==> src/rtl/xadc_avg_sequencer.sv <==
// Round-robin XADC DRP channel sequencer with per-channel boxcar averaging onto a valid/ready stream.
// Optional build macro XADC_SEQ_NOISE_FLOOR_EN: samples <= FLOOR are zeroed before accumulation.
module xadc_avg_sequencer #(
    parameter int unsigned       NCH      = 4,
    parameter int unsigned       AVG_LOG2 = 4,
    parameter int unsigned       DATA_W   = 12,
    parameter logic [NCH*7-1:0]  CH_ADDR  = {7'h16, 7'h1f, 7'h17, 7'h1e},
    parameter logic [DATA_W-1:0] FLOOR    = 12'h00F
) (
    input  logic              clk,
    input  logic              rst_n,
    input  logic [NCH-1:0]    ch_en,
    input  logic              eoc,
    output logic [6:0]        drp_daddr,
    output logic              drp_den,
    input  logic [15:0]       drp_do,
    input  logic              drp_drdy,
    output logic              avg_valid,
    input  logic              avg_ready,
    output logic [2:0]        avg_ch,
    output logic [DATA_W-1:0] avg_data,
    output logic              overrun,
    input  logic              overrun_clr
);

    localparam int unsigned CUR_W = (NCH > 1) ? $clog2(NCH) : 1;
    localparam int unsigned ACC_W = DATA_W + AVG_LOG2;
    localparam int unsigned CNT_W = AVG_LOG2 + 1;

`ifdef XADC_SEQ_NOISE_FLOOR_EN
    localparam bit FLOOR_EN = 1'b1;
`else
    localparam bit FLOOR_EN = 1'b0;
`endif

    typedef enum logic [2:0] {
        S_IDLE,
        S_WAIT_EOC,
        S_READ,
        S_WAIT_DRDY,
        S_ACCUM
    } state_t;

    state_t            r_state;
    logic [CUR_W-1:0]  r_cur;
    logic [7:0]        r_tmo;
    logic [DATA_W-1:0] r_sample;
    logic [ACC_W-1:0]  r_acc [NCH];
    logic [CNT_W-1:0]  r_cnt [NCH];
    logic              r_den;
    logic [6:0]        r_daddr;
    logic              r_valid;
    logic [2:0]        r_ch;
    logic [DATA_W-1:0] r_data;
    logic              r_ovr;

    logic [DATA_W-1:0] w_raw;
    logic [DATA_W-1:0] w_sample;
    logic [CUR_W-1:0]  w_next;
    logic [CUR_W-1:0]  w_low;
    logic [6:0]        w_addr_tab [NCH];
    logic [ACC_W-1:0]  w_sum;
    logic [CNT_W-1:0]  w_cnt_inc;
    logic              w_done;
    logic [DATA_W-1:0] w_avg;
    logic              w_unused_drp;

    assign w_raw        = drp_do[15 -: DATA_W];
    assign w_unused_drp = ^drp_do;
    assign w_sample     = (FLOOR_EN && (w_raw <= FLOOR)) ? '0 : w_raw;

    for (genvar g = 0; g < NCH; g++) begin : g_addr
        assign w_addr_tab[g] = CH_ADDR[g*7 +: 7];
    end

    // Next enabled channel strictly after r_cur; the k == NCH probe lands on r_cur itself.
    always_comb begin
        logic [CUR_W-1:0] idx;
        logic             found;
        w_next = r_cur;
        found  = 1'b0;
        idx    = '0;
        for (int unsigned k = 1; k <= NCH; k++) begin
            idx = CUR_W'((32'(r_cur) + k) % NCH);
            if (!found && ch_en[idx]) begin
                w_next = idx;
                found  = 1'b1;
            end
        end
    end

    always_comb begin
        w_low = '0;
        for (int unsigned i = 0; i < NCH; i++) begin
            if (ch_en[CUR_W'(NCH - 1 - i)]) w_low = CUR_W'(NCH - 1 - i);
        end
    end

    assign w_sum     = r_acc[r_cur] + ACC_W'(r_sample);
    assign w_cnt_inc = r_cnt[r_cur] + 1'b1;
    assign w_done    = (w_cnt_inc == CNT_W'(2 ** AVG_LOG2));
    assign w_avg     = DATA_W'(w_sum >> AVG_LOG2);

    always_ff @(posedge clk or negedge rst_n) begin
        if (!rst_n) begin
            r_state  <= S_IDLE;
            r_cur    <= '0;
            r_tmo    <= '0;
            r_sample <= '0;
            r_den    <= 1'b0;
            r_daddr  <= CH_ADDR[6:0];
            r_valid  <= 1'b0;
            r_ch     <= '0;
            r_data   <= '0;
            r_ovr    <= 1'b0;
            for (int unsigned i = 0; i < NCH; i++) begin
                r_acc[CUR_W'(i)] <= '0;
                r_cnt[CUR_W'(i)] <= '0;
            end
        end else begin
            r_den <= 1'b0;
            if (r_valid && avg_ready) r_valid <= 1'b0;
            if (overrun_clr)          r_ovr   <= 1'b0;

            case (r_state)
                S_IDLE: begin
                    if (|ch_en) begin
                        r_cur   <= w_low;
                        r_state <= S_WAIT_EOC;
                    end
                end
                S_WAIT_EOC: begin
                    if (ch_en == '0) begin
                        r_state <= S_IDLE;
                    end else if (!ch_en[r_cur]) begin
                        r_cur <= w_next;
                    end else if (eoc) begin
                        r_den   <= 1'b1;
                        r_daddr <= w_addr_tab[r_cur];
                        r_state <= S_READ;
                    end
                end
                S_READ: begin
                    r_tmo   <= '0;
                    r_state <= S_WAIT_DRDY;
                end
                S_WAIT_DRDY: begin
                    if (drp_drdy) begin
                        r_sample <= w_sample;
                        r_state  <= S_ACCUM;
                    end else if (r_tmo == 8'd254) begin
                        r_state <= S_WAIT_EOC;
                    end else begin
                        r_tmo <= r_tmo + 8'd1;
                    end
                end
                S_ACCUM: begin
                    if (ch_en[r_cur]) begin
                        if (w_done) begin
                            r_acc[r_cur] <= '0;
                            r_cnt[r_cur] <= '0;
                            if (!r_valid || avg_ready) begin
                                r_valid <= 1'b1;
                                r_ch    <= 3'(r_cur);
                                r_data  <= w_avg;
                            end else begin
                                r_ovr <= 1'b1;
                            end
                        end else begin
                            r_acc[r_cur] <= w_sum;
                            r_cnt[r_cur] <= w_cnt_inc;
                        end
                    end
                    r_cur   <= w_next;
                    r_state <= S_WAIT_EOC;
                end
                default: r_state <= S_IDLE;
            endcase

            // Disabled channels are held at zero; this overrides any update above.
            for (int unsigned i = 0; i < NCH; i++) begin
                if (!ch_en[CUR_W'(i)]) begin
                    r_acc[CUR_W'(i)] <= '0;
                    r_cnt[CUR_W'(i)] <= '0;
                end
            end
        end
    end

    assign drp_den   = r_den;
    assign drp_daddr = r_daddr;
    assign avg_valid = r_valid;
    assign avg_ch    = r_ch;
    assign avg_data  = r_data;
    assign overrun   = r_ovr;

endmodule

==> config.mk <==
export PLATFORM = sky130hd
export DESIGN_NAME = xadc_avg_sequencer
export DESIGN_NICKNAME = d
export VERILOG_FILES = /design/src/rtl/xadc_avg_sequencer.sv
export SDC_FILE = /design/constraint.sdc
export NUM_CORES = 1
export LEC_CHECK = 0
export ABC_AREA = 1
export CAP_MARGIN = 40
export CORE_ASPECT_RATIO = 1.75
export CORE_MARGIN = 1
export CORE_UTILIZATION = 30
export DETAILED_ROUTE_END_ITERATION = 10
export PLACE_DENSITY_LB_ADDON = 0.15
export SLEW_MARGIN = 20
export SYNTH_ARGS = -nofsm -noshare
export SYNTH_HDL_FRONTEND = slang
export SYNTH_SLANG_ARGS = --single-unit
export TNS_END_PERCENT = 5
==> constraint.sdc <==
create_clock -name clk -period 3.8 [get_ports clk]
set_clock_uncertainty 0.2 [all_clocks]
set_input_delay 0.57 -clock clk [delete_from_list [all_inputs] [get_ports clk]]
set_output_delay 0.57 -clock clk [all_outputs]
set_load 0.01 [all_outputs]
==> impl_results.md, run 1 <==
* Dpl hpwl at 17.68 mm
* GRT Overall Usage at 0.2033
* #FFs+latches synth at 128
* Final Hold Vio Count at 0
* Post-synthesis cell type count at 45
* Clock power frac at 0.239
* Initial antenna violation count at 0
* Ys flop type: dfrtp_1
* Initial Utilization at 0.3048
* GP Congestion at between 0.9 and 1
* TritonCTS clock tree: yes
* Launching point of the worst reg2reg path: r_cur[0]
* Startpoint Class: register
* Hold_sp: avg_data[10]
* Port bufs at 40
* Die area at about 0.027 mm2
* Slowest CP cell: dfrtp_2
* Largest net degree at the start of global routing at 67
* Sw Pwr at between 3 and 4 mW
* Slew of the pin with the lowest slew margin at between 0.7 and 0.8 ns
* Total negative slack at 0 ns
* Grt ovf at 0
* Chip Height at 216.4 um
* Int Power at roughly 3.8 mW
* Antenna Cells at 0
* Worst EP required at 3.98 ns
* Residual DRC count at 0
* Minimum clock period at 3.531 ns
* CP Launch Point: r_cur[0]
* Final Cycle Share at 0.9293
* Layout cells sized above 1 at 0.06797
* Antenna Violating Nets Remaining at 0
* Vias at about 7300
* Routed wire length at 26.04 mm
* Syn Inst Count at 1137
* Async S/R FF share, synth at 1.000
* Crit path buf inv count at 2
* Endpoint type of the worst setup path: register
* Largest cells by area after synthesis: dfrtp_1 40%, nand2_1 25%, nand3_1 7.7%
* Peak VDD IR at 425.1 uV
* Synth cell count leaders: 519 x nand2_1, 127 x dfrtp_1, 122 x nand3_1, 71 x inv_1, 56 x nor2_1
* Critical path's largest stage delay at ~0.52 ns
* Vias per cell at 4.854
* Register area share after synthesis at 0.4065
* Mapped Area at 0.007883 mm2
* # fillers at 2780
* Top cell type's share of synthesized area at 0.4032
* Later-pin clock latency in the skew report at about 0.44 ns
* CP Cell Sequence: inv_4 > o21ai_0 > o22ai_1 > ha_1 > inv_1 > fa_1 > o21ai_0 > nand3_1 > nand3_1 > xor2_1 > nand2_1 > nand2_1 > nand3_1 > nand2_1
* Pwr/cell area at just under 800 mW/mm2
* Clock root buffer: clkbuf_16
* CTS sink cnt at 128
* Clk slew on worst S/H paths at roughly 0.060 ns
* H-tree Lvls at 4
* Peak fanout along the critical path at 12
* Syn avg cell area at just under 7 um2
* Vias in the first global route at 7304
* Cell with the most instances after synthesis: nand2_1
* RSZ-0062 raised after global routing: no
* Final setup margin at roughly 0.27 ns
* Status: finished clean
* Core Box Area at about 0.026 mm2
* Max-Cap Viols at 0
* CTS Buffer Depth at 2
* Post-placement setup slack at 0.3108 ns
* NumNets Final at 1212
* DR WL/cell at 17.39 um
* Final Setup Violations at 0
* Critical path type: reg2reg
* Drt pass-1 iters at 5
* Die width at 124.5 um
* First-pass GRT wire length at between 40 and 50 mm
* Reg power frac at 0.224
* Worst slew margin at 0.4746
* Min-Delay Path Class: reg2reg
* Area Overhead vs Synth at 16.08%
* Fmax at 0.2832 GHz
* # IOs at 51
* Combinational share of power at 0.537
* Cell taking the most area after synthesis: dfrtp_1
* Row count at between 70 and 80
* Net Sw Frac at 0.4762
* DR iter-0 viols at 349
* Slew Viols, Final at 0
* CTS buffer count at 17
* CP delay by family, top: simple AND/OR/NAND/NOR gates
* Yosys warnings at 0
* CP arrival at 3.71 ns
* P_leak at 4.879 nW
* EDFF count, synth at 0
## area by class of cell
cell class | count | area, um2 | share of cell area
repair buffers | 62 | 594.3 | 0.06495
clock buffers | 24 | 501.7 | 0.05483
inverters | 83 | 324.1 | 0.03542
well taps | 320 | 400.4 | 0.04376
flip-flops and latches | 128 | 3206 | 0.3503
clock inverters | 6 | 105.1 | 0.01149
multi-input cells | 874 | 4019 | 0.4392
## worst paths after layout
path | to | slack, ns | cells after the start
min | avg_data[10] | 0.28 | 2
min in group asynchronous | r_acc[12] | 0.50 | 2
min reg2reg | avg_data[10] | 0.28 | 2
max | r_acc[28] | 0.27 | 14
max in group asynchronous | r_acc[8] | 2.07 | 3
max reg2reg | r_acc[28] | 0.27 | 14
## timing repair
| item | in CTS | in global routing |
|---|---|---|
| gates resized for setup | 0 | 0 |
| buffers inserted | 0 | 0 |
| hold buffers | 1 | 0 |
| hold endpoints to repair | 61 | 0 |
## tightest hold or removal path, cell delays in order (launching register included)
cell and delay [ns]:
dfrtp_1 0.34, nand2_1 0.05, nand2_1 0.05
## stage by stage
| step | cells | utilization | total power [mW] | hold slack [ns] | instance area [um2] |
|---|---|---|---|---|---|
| final | 1497 | 0.3538 | 7.216 | 0.2767 | 9150 |
| after global routing | 1497 | 0.3538 | 7.794 | 0.2941 | 9150 |
| after CTS | 1497 | 0.3538 | 7.289 | 0.2816 | 9150 |
| after detailed placement | 1466 | 0.3299 | 5.529 | 0.2655 | 8533 |
| after global placement | 1466 | 0.3299 | 5.544 | 0.2631 | 8533 |
| after floorplan | 1141 | - | 4.156 | 0.07441 | 7898 |
## power groups by stage
| stage | sequential, mW | combinational (mW) | clock (mW) |
|---|---|---|---|
| finish | 1.62 | 3.87 | 1.72 |
| global route | 1.63 | 4.34 | 1.82 |
| global placement | 1.64 | 3.90 | 0 |
| CTS | 1.62 | 3.90 | 1.77 |
| detailed placement | 1.64 | 3.89 | 0 |
| floorplan | 1.59 | 2.57 | 0 |
## layer usage
layer / up-vias / GRT usage / routed length, um
met5: - / 0 / 0
met4: 0 / 0.09116 / 815
met3: 38 / 0.03505 / 893
met2: 157 / 0.3772 / 13940
met1: 3429 / 0.2232 / 10390
li1: 3643 / - / -
## logic make-up after synthesis
kind of cell / after synthesis / synth area share
buffers and inverters: 139 / 0.08556
other: 2 / 0.0009527
AO/OA/AOI/OAI: 103 / 0.07175
flip-flops: 128 / 0.4065
AND/OR/NAND/NOR: 730 / 0.3859
adder cells (fa/ha/maj): 20 / 0.03270
XOR/XNOR: 15 / 0.01667
## sequential cells by signal, summed over array words and instances, names as in the netlist, 2 cells and up
register,count
r_acc,64
r_cnt,20
avg_data,12
r_sample,12
r_tmo,8
r_state,3
avg_ch,2
drp_daddr,2
r_cur,2
## layout by cell type, fill, tap and decap left out, types with 2 or more instances in the layout
cell             count
xnor2_1              3
bufinv_16            3
conb_1               6
clkbuf_1             2
or2_2                3
nor2_1              56
a21oi_1             18
dfrtp_1            126
nand3_2              2
inv_4                5
xor2_1              12
clkbuf_8             5
inv_1               71
buf_12               2
nand3_1            122
a32oi_1              2
nand2_1            519
o211ai_1             4
nand3b_1             2
clkinv_1             4
o22ai_1             14
nand2_4              2
o21ai_0             54
clkinv_2             3
nand3_4              3
o21ai_1              5
clkbuf_16           17
o31ai_1              2
clkdlybuf4s50_1     39
buf_4               19
nand2_2              7
ha_1                19
inv_2                3
nor3_1               7
Note: power is estimated with default switching activity, not from simulation.
==> run 2: changes to the inputs <==
Settings changed: SETUP_SLACK_MARGIN set to 0.3.
==> run 2 against run 1 <==
  * Core utilization rose by 0.30 points
  * Global-route usage did not move
  * Final cell count rose by 0.40%
  * Sequential share of layout area fell by 0.29 points
  * Critical path depth did not move
  * Cell area rose by 0.83%
  * Combinational power barely moved
  * Flip-flop and latch count did not move
  * Maximum frequency rose by 5.0%
  * Clock-buffer cell count did not move
  * Register-to-register slack improved by 0.17 ns
  * Largest cell class unchanged
==> impl_results.md, run 2 (synthesis gave the netlist of run 1 again) <==
* Vias in the first global route at 7304
* Launching point of the worst reg2reg path: r_cur[0]
* Port bufs at 40
* Critical path's largest stage delay at 0.52 ns
* Clock root buffer: clkbuf_16
* First-pass GRT wire length at 41.52 mm
* TritonCTS clock tree: yes
* Final setup margin at 0.4364 ns
* NumNets Final at 1218
* CP arrival at 3.54 ns
* Initial antenna violation count at 0
* Drt pass-1 iters at 5
* H-tree Lvls at 4
* Min-Delay Path Class: reg2reg
* Antenna Violating Nets Remaining at 0
* Slew of the pin with the lowest slew margin at 0.8087 ns
* Peak fanout along the critical path at 20
* Peak VDD IR at 422.8 uV
* Max-Cap Viols at 0
* Critical path type: reg2reg
* Hold WS at 0.2767 ns
* Initial Utilization at 0.3048
* RSZ-0062 raised after global routing: yes
* Final Setup Violations at 0
* CP Depth at 14
* Area Overhead vs Synth at 17.05%
* CTS sink cnt at ~130
* Reg with most FFs: r_acc
* Total negative slack at 0 ns
* Minimum clock period at roughly 3.4 ns
* Register-to-Register Path Depth at 14
* Core Box Area at 0.02586 mm2
* GRT Overall Usage at 0.2033
* Antenna Cells at 0
* DR WL/cell at 17.37 um
* Worst slew margin at 0.4575
* Status: finished clean
* Final Cycle Share at 0.8852
* Most frequent cells in the layout: 519 x nand2_1, 126 x dfrtp_1, 122 x nand3_1
* Clk slew on worst S/H paths at approximately 0.06 ns
* Residual DRC count at 0
* Post-route cell area at 0.009226 mm2
* CP delay by family, top: simple AND/OR/NAND/NOR gates
* CP Capture Point: r_acc[42]
* CTS buffer count at 17
* Grt ovf at 0
* Placed cell area at 0.008533 mm2
* Post-placement setup slack at 0.3108 ns
* Layout cells sized above 1 at 0.07270
* Fmax at 0.2973 GHz
* Dpl hpwl at 17.68 mm
* Vias per cell at between 4 and 5
* Die width at 124.5 um
* Slowest CP cell: dfrtp_2
* Die area at 0.02695 mm2
* # fillers at around 2800
* CP most frequent cell: nand2_1
* Vias at 7282
* DR iter-0 viols at roughly 400
* Chip Height at 216.4 um
* GP Congestion at 0.9625
* Row count at 78
* Commonest non-fill, non-tap cell in the layout: nand2_1
* Slew Viols, Final at 0
* Max reg flops at 64
* Later-pin clock latency in the skew report at 0.44 ns
* Final Core Density at 0.3567
* CP Cell Sequence: inv_4 > buf_4 > o21ai_0 > o22ai_1 > ha_1 > nand2_1 > o21ai_0 > nand2_1 > nand3_1 > xor2_1 > nand2_1 > nand2_1 > nand3_1 > nand2_1
* Reg2Reg Setup Slack at approximately 0.44 ns
* Crit path buf inv count at 2
* Endpoint type of the worst setup path: register
* Worst EP required at 3.98 ns
* P_leak at approximately 5 nW
* CTS Buffer Depth at 2
* Largest net degree at the start of global routing at 67
* # IOs at a little over 50
* Final Hold Vio Count at 0
* CP Launch Point: r_cur[0]
* Worst r2r dst: r_acc[42]
* Pwr/cell area at 783.2 mW/mm2
* Startpoint Class: register
* Routed wire length at 26.11 mm
* Regs by FF count: r_acc: 64 flops, r_cnt: 20 flops
==> run 2: final cells by class <==
class                           instances  area (um2)  area share
Timing Repair Buffer                   68       643.1     0.06970
Sequential cell                       128        3206      0.3474
Inverter                               83       324.1     0.03512
Multi-Input combinational cell        874        4046      0.4386
Tap cell                              320       400.4     0.04340
Clock buffer                           24       501.7     0.05438
Clock inverter                          6       105.1     0.01139
==> run 2: metrics by stage <==
stage                     instances  power (mW)
final                          1503       7.226
after detailed placement       1466       5.529
after floorplan                1141       4.156
after CTS                      1497       7.289
after global placement         1466       5.544
after global routing           1503       7.807
==> run 2: timing repair <==
action / CTS / global route
pin swaps: 0 / 1
endpoints found under the setup margin: 5 / 94
hold buffers: 1 / 0
endpoints found under the hold margin: 61 / 0
gates resized for setup: 0 / 7
setup buffers: 0 / 6
==> run 2: worst reg2reg max path, stage by stage, from the launching register on <==
cell	delay, ns
dfrtp_2	0.52
inv_4	0.20
buf_4	0.31
o21ai_0	0.12
o22ai_1	0.26
ha_1	0.26
nand2_1	0.13
o21ai_0	0.26
nand2_1	0.08
nand3_1	0.08
xor2_1	0.41
nand2_1	0.22
nand2_1	0.11
nand3_1	0.06
nand2_1	0.08
==> run 2: report_power, final <==
part | internal [mW] | leakage, nW | switching (mW) | total [mW]
Combinational | 1.18 | 2.85 | 2.70 | 3.88
Clock | 1.11 | 0.302 | 0.618 | 1.72
Sequential | 1.50 | 1.75 | 0.125 | 1.62
Total | 3.78 | 4.91 | 3.44 | 7.23
==> run 2: worst min path at each step <==
| stage | start | end | slack, ns | depth (start not counted) |
|---|---|---|---|---|
| after floorplan | rst_n | avg_ch[0] | 0.07 | 0 |
| after global placement | r_acc[49] | r_acc[49] | 0.26 | 2 |
| after detailed placement | r_acc[49] | r_acc[49] | 0.27 | 2 |
| after CTS | r_acc[49] | r_acc[49] | 0.28 | 2 |
| after global routing | avg_data[2] | avg_data[2] | 0.29 | 2 |
| final | avg_data[10] | avg_data[10] | 0.28 | 2 |
==> run 2: routing by layer <==
layer	part of all wire	vias up	GRT usage
met4	0.030	0	0.09116
met5	0	-	0
met1	0.40	3442	0.2232
met2	0.54	150	0.3772
met3	0.031	36	0.03505
li1	-	3654	-
==> run 3: changes to the inputs <==
Settings changed: REMOVE_ABC_BUFFERS set to 1.
==> run 3 against run 2 <==
  * Final cell count rose by 0.60%
  * Largest cell class unchanged
  * Critical path type unchanged
  * Combinational power fell by 5.4%
  * Critical endpoint is now r_acc[62]
  * Global-route usage rose by 0.097 points
==> impl_results.md, run 3 (synthesis gave the netlist of run 1 again) <==
* NumNets Final at between 1000 and 1500
* CTS Buffer Depth at 2
* Vias in the first global route at 7459
* Post-route insts no fill at 1512
* Post-route cell area at 0.009314 mm2
* # fillers at 2741
* Die width at 124.5 um
* CTS sink cnt at ~130
* Max-Cap Viols at 0
* Worst slew margin at 0.5238
* Critical path type: reg2reg
* H-tree Lvls at 4
* Pwr/cell area at 758.0 mW/mm2
* Worst EP required at between 3 and 4 ns
* P_leak at ~5.0 nW
* Dpl hpwl at around 17 mm
* Vias at 7436
* Min-Delay Path Class: reg2reg
* First-pass GRT wire length at around 42 mm
* # IOs at about 50
* CTS buffer count at 17
* Slew Viols, Final at 0
* Hold WS at around 0.28 ns
* Initial Utilization at 0.3048
* Total negative slack at 0 ns
* Residual DRC count at 0
* Final Setup Violations at 0
* Grt ovf at 0
* Largest net degree at the start of global routing at 70
* Port bufs at 40
* Core Box Area at about 0.026 mm2
* Final Cycle Share at 0.8448
* Layout cells sized above 1 at 0.08054
* Max reg flops at between 60 and 70
* Die area at 0.02695 mm2
* Peak fanout along the critical path at 16
* Slew of the pin with the lowest slew margin at 0.7144 ns
* Later-pin clock latency in the skew report at 0.44 ns
* Fmax at 0.3115 GHz
* Area of the multi-input gates at 0.004023 mm2
* GRT Overall Usage at 0.2043
* Reg with most FFs: r_acc
* Final Hold Vio Count at 0
* Commonest non-fill, non-tap cell in the layout: nand2_1
* Peak VDD IR at 416.0 uV
* Initial antenna violation count at 0
* Routed wire length at 26.00 mm
* TritonCTS clock tree: yes
* GP Congestion at 0.8142
* Row count at 78
* Minimum clock period at 3.210 ns
* RSZ-0062 raised after global routing: yes
* Placed cells at about 1500
* Antenna Cells at 0
* Sequential standard cell area at 0.003206 mm2
* Regs by FF count: r_acc: 64 flops, r_cnt: 20 flops
* DR WL/cell at around 17 um
* Vias per cell at between 4 and 5
* Most frequent cells in the layout: 519 x nand2_1, 126 x dfrtp_1, 122 x nand3_1
* Startpoint Class: register
* DR iter-0 viols at 386
* Clock root buffer: clkbuf_16
* Endpoint type of the worst setup path: register
* Antenna Violating Nets Remaining at 0
* Clk slew on worst S/H paths at 0.06 ns
* Drt pass-1 iters at 5
* Area Overhead vs Synth at 18.16%
* Chip Height at 216.4 um
* Status: finished clean
* CP arrival at around 3.3 ns
* Placed cell area at approximately 0.0086 mm2
run 3: metrics by stage:
| step | util | setup WS [ns] | power (mW) |
|---|---|---|---|
| detailed placement | 0.3337 | 0.2601 | 5.326 |
| global route | 0.3601 | 0.2929 | 7.670 |
| global placement | 0.3337 | 0.2941 | 5.314 |
| CTS | 0.3583 | 0.2657 | 7.149 |
| finish | 0.3601 | 0.5898 | 7.060 |
| floorplan | - | 0.3472 | 4.030 |
run 3: per-layer routing:
metal  up-vias  part of all wire  global-route usage
met1      3544              0.40              0.2243
met2       163              0.52              0.3709
met3        48             0.033             0.03653
met4         0             0.042              0.1068
li1       3681                 -                   -
met5         -                 0                   0
run 3: timing repair:
action	in CTS	in global routing
hold buffers	1	0
resized for setup	1	4
pin swaps	0	1
setup endpoints to repair	38	45
buffers inserted	0	5
endpoints found under the hold margin	61	0
run 3: path summary, 6_finish.rpt:
path                        startpoint          end  slack (ns)  cells after the start
max in group asynchronous        rst_n     r_acc[1]        2.06                      3
setup / recovery              r_cur[0]    r_acc[62]        0.59                     16
hold reg to reg            avg_data[3]  avg_data[3]        0.28                      2
min in group asynchronous        rst_n    r_acc[11]        0.51                      2
hold / removal             avg_data[3]  avg_data[3]        0.28                      2
setup reg to reg              r_cur[0]    r_acc[62]        0.59                     16
run 3: cell type report:
| type | count | area share |
|---|---|---|
| clock buffers | 21 | 0.04944 |
| clock inverters | 11 | 0.01733 |
| inverters | 83 | 0.03506 |
| multi-input cells | 874 | 0.4319 |
| flip-flops and latches | 128 | 0.3442 |
| well taps | 320 | 0.04299 |
| repair buffers | 75 | 0.07912 |
run 3: worst max-delay path, stage by stage (launching register included):
cell     delay, ns
dfrtp_2       0.54
inv_6         0.19
nor2_1        0.06
o22ai_1       0.17
ha_1          0.27
inv_1         0.08
fa_1          0.40
o21ai_2       0.25
nand3_1       0.11
nand3_1       0.21
nand2_1       0.07
nand2_1       0.06
nand2_1       0.10
nand2_1       0.16
nand2_1       0.07
nand3_1       0.07
nand2_1       0.05
run 3: report_power, final:
group          internal, mW  switching, mW
Sequential             1.49          0.130
Combinational          1.16           2.51
Clock                  1.13          0.643
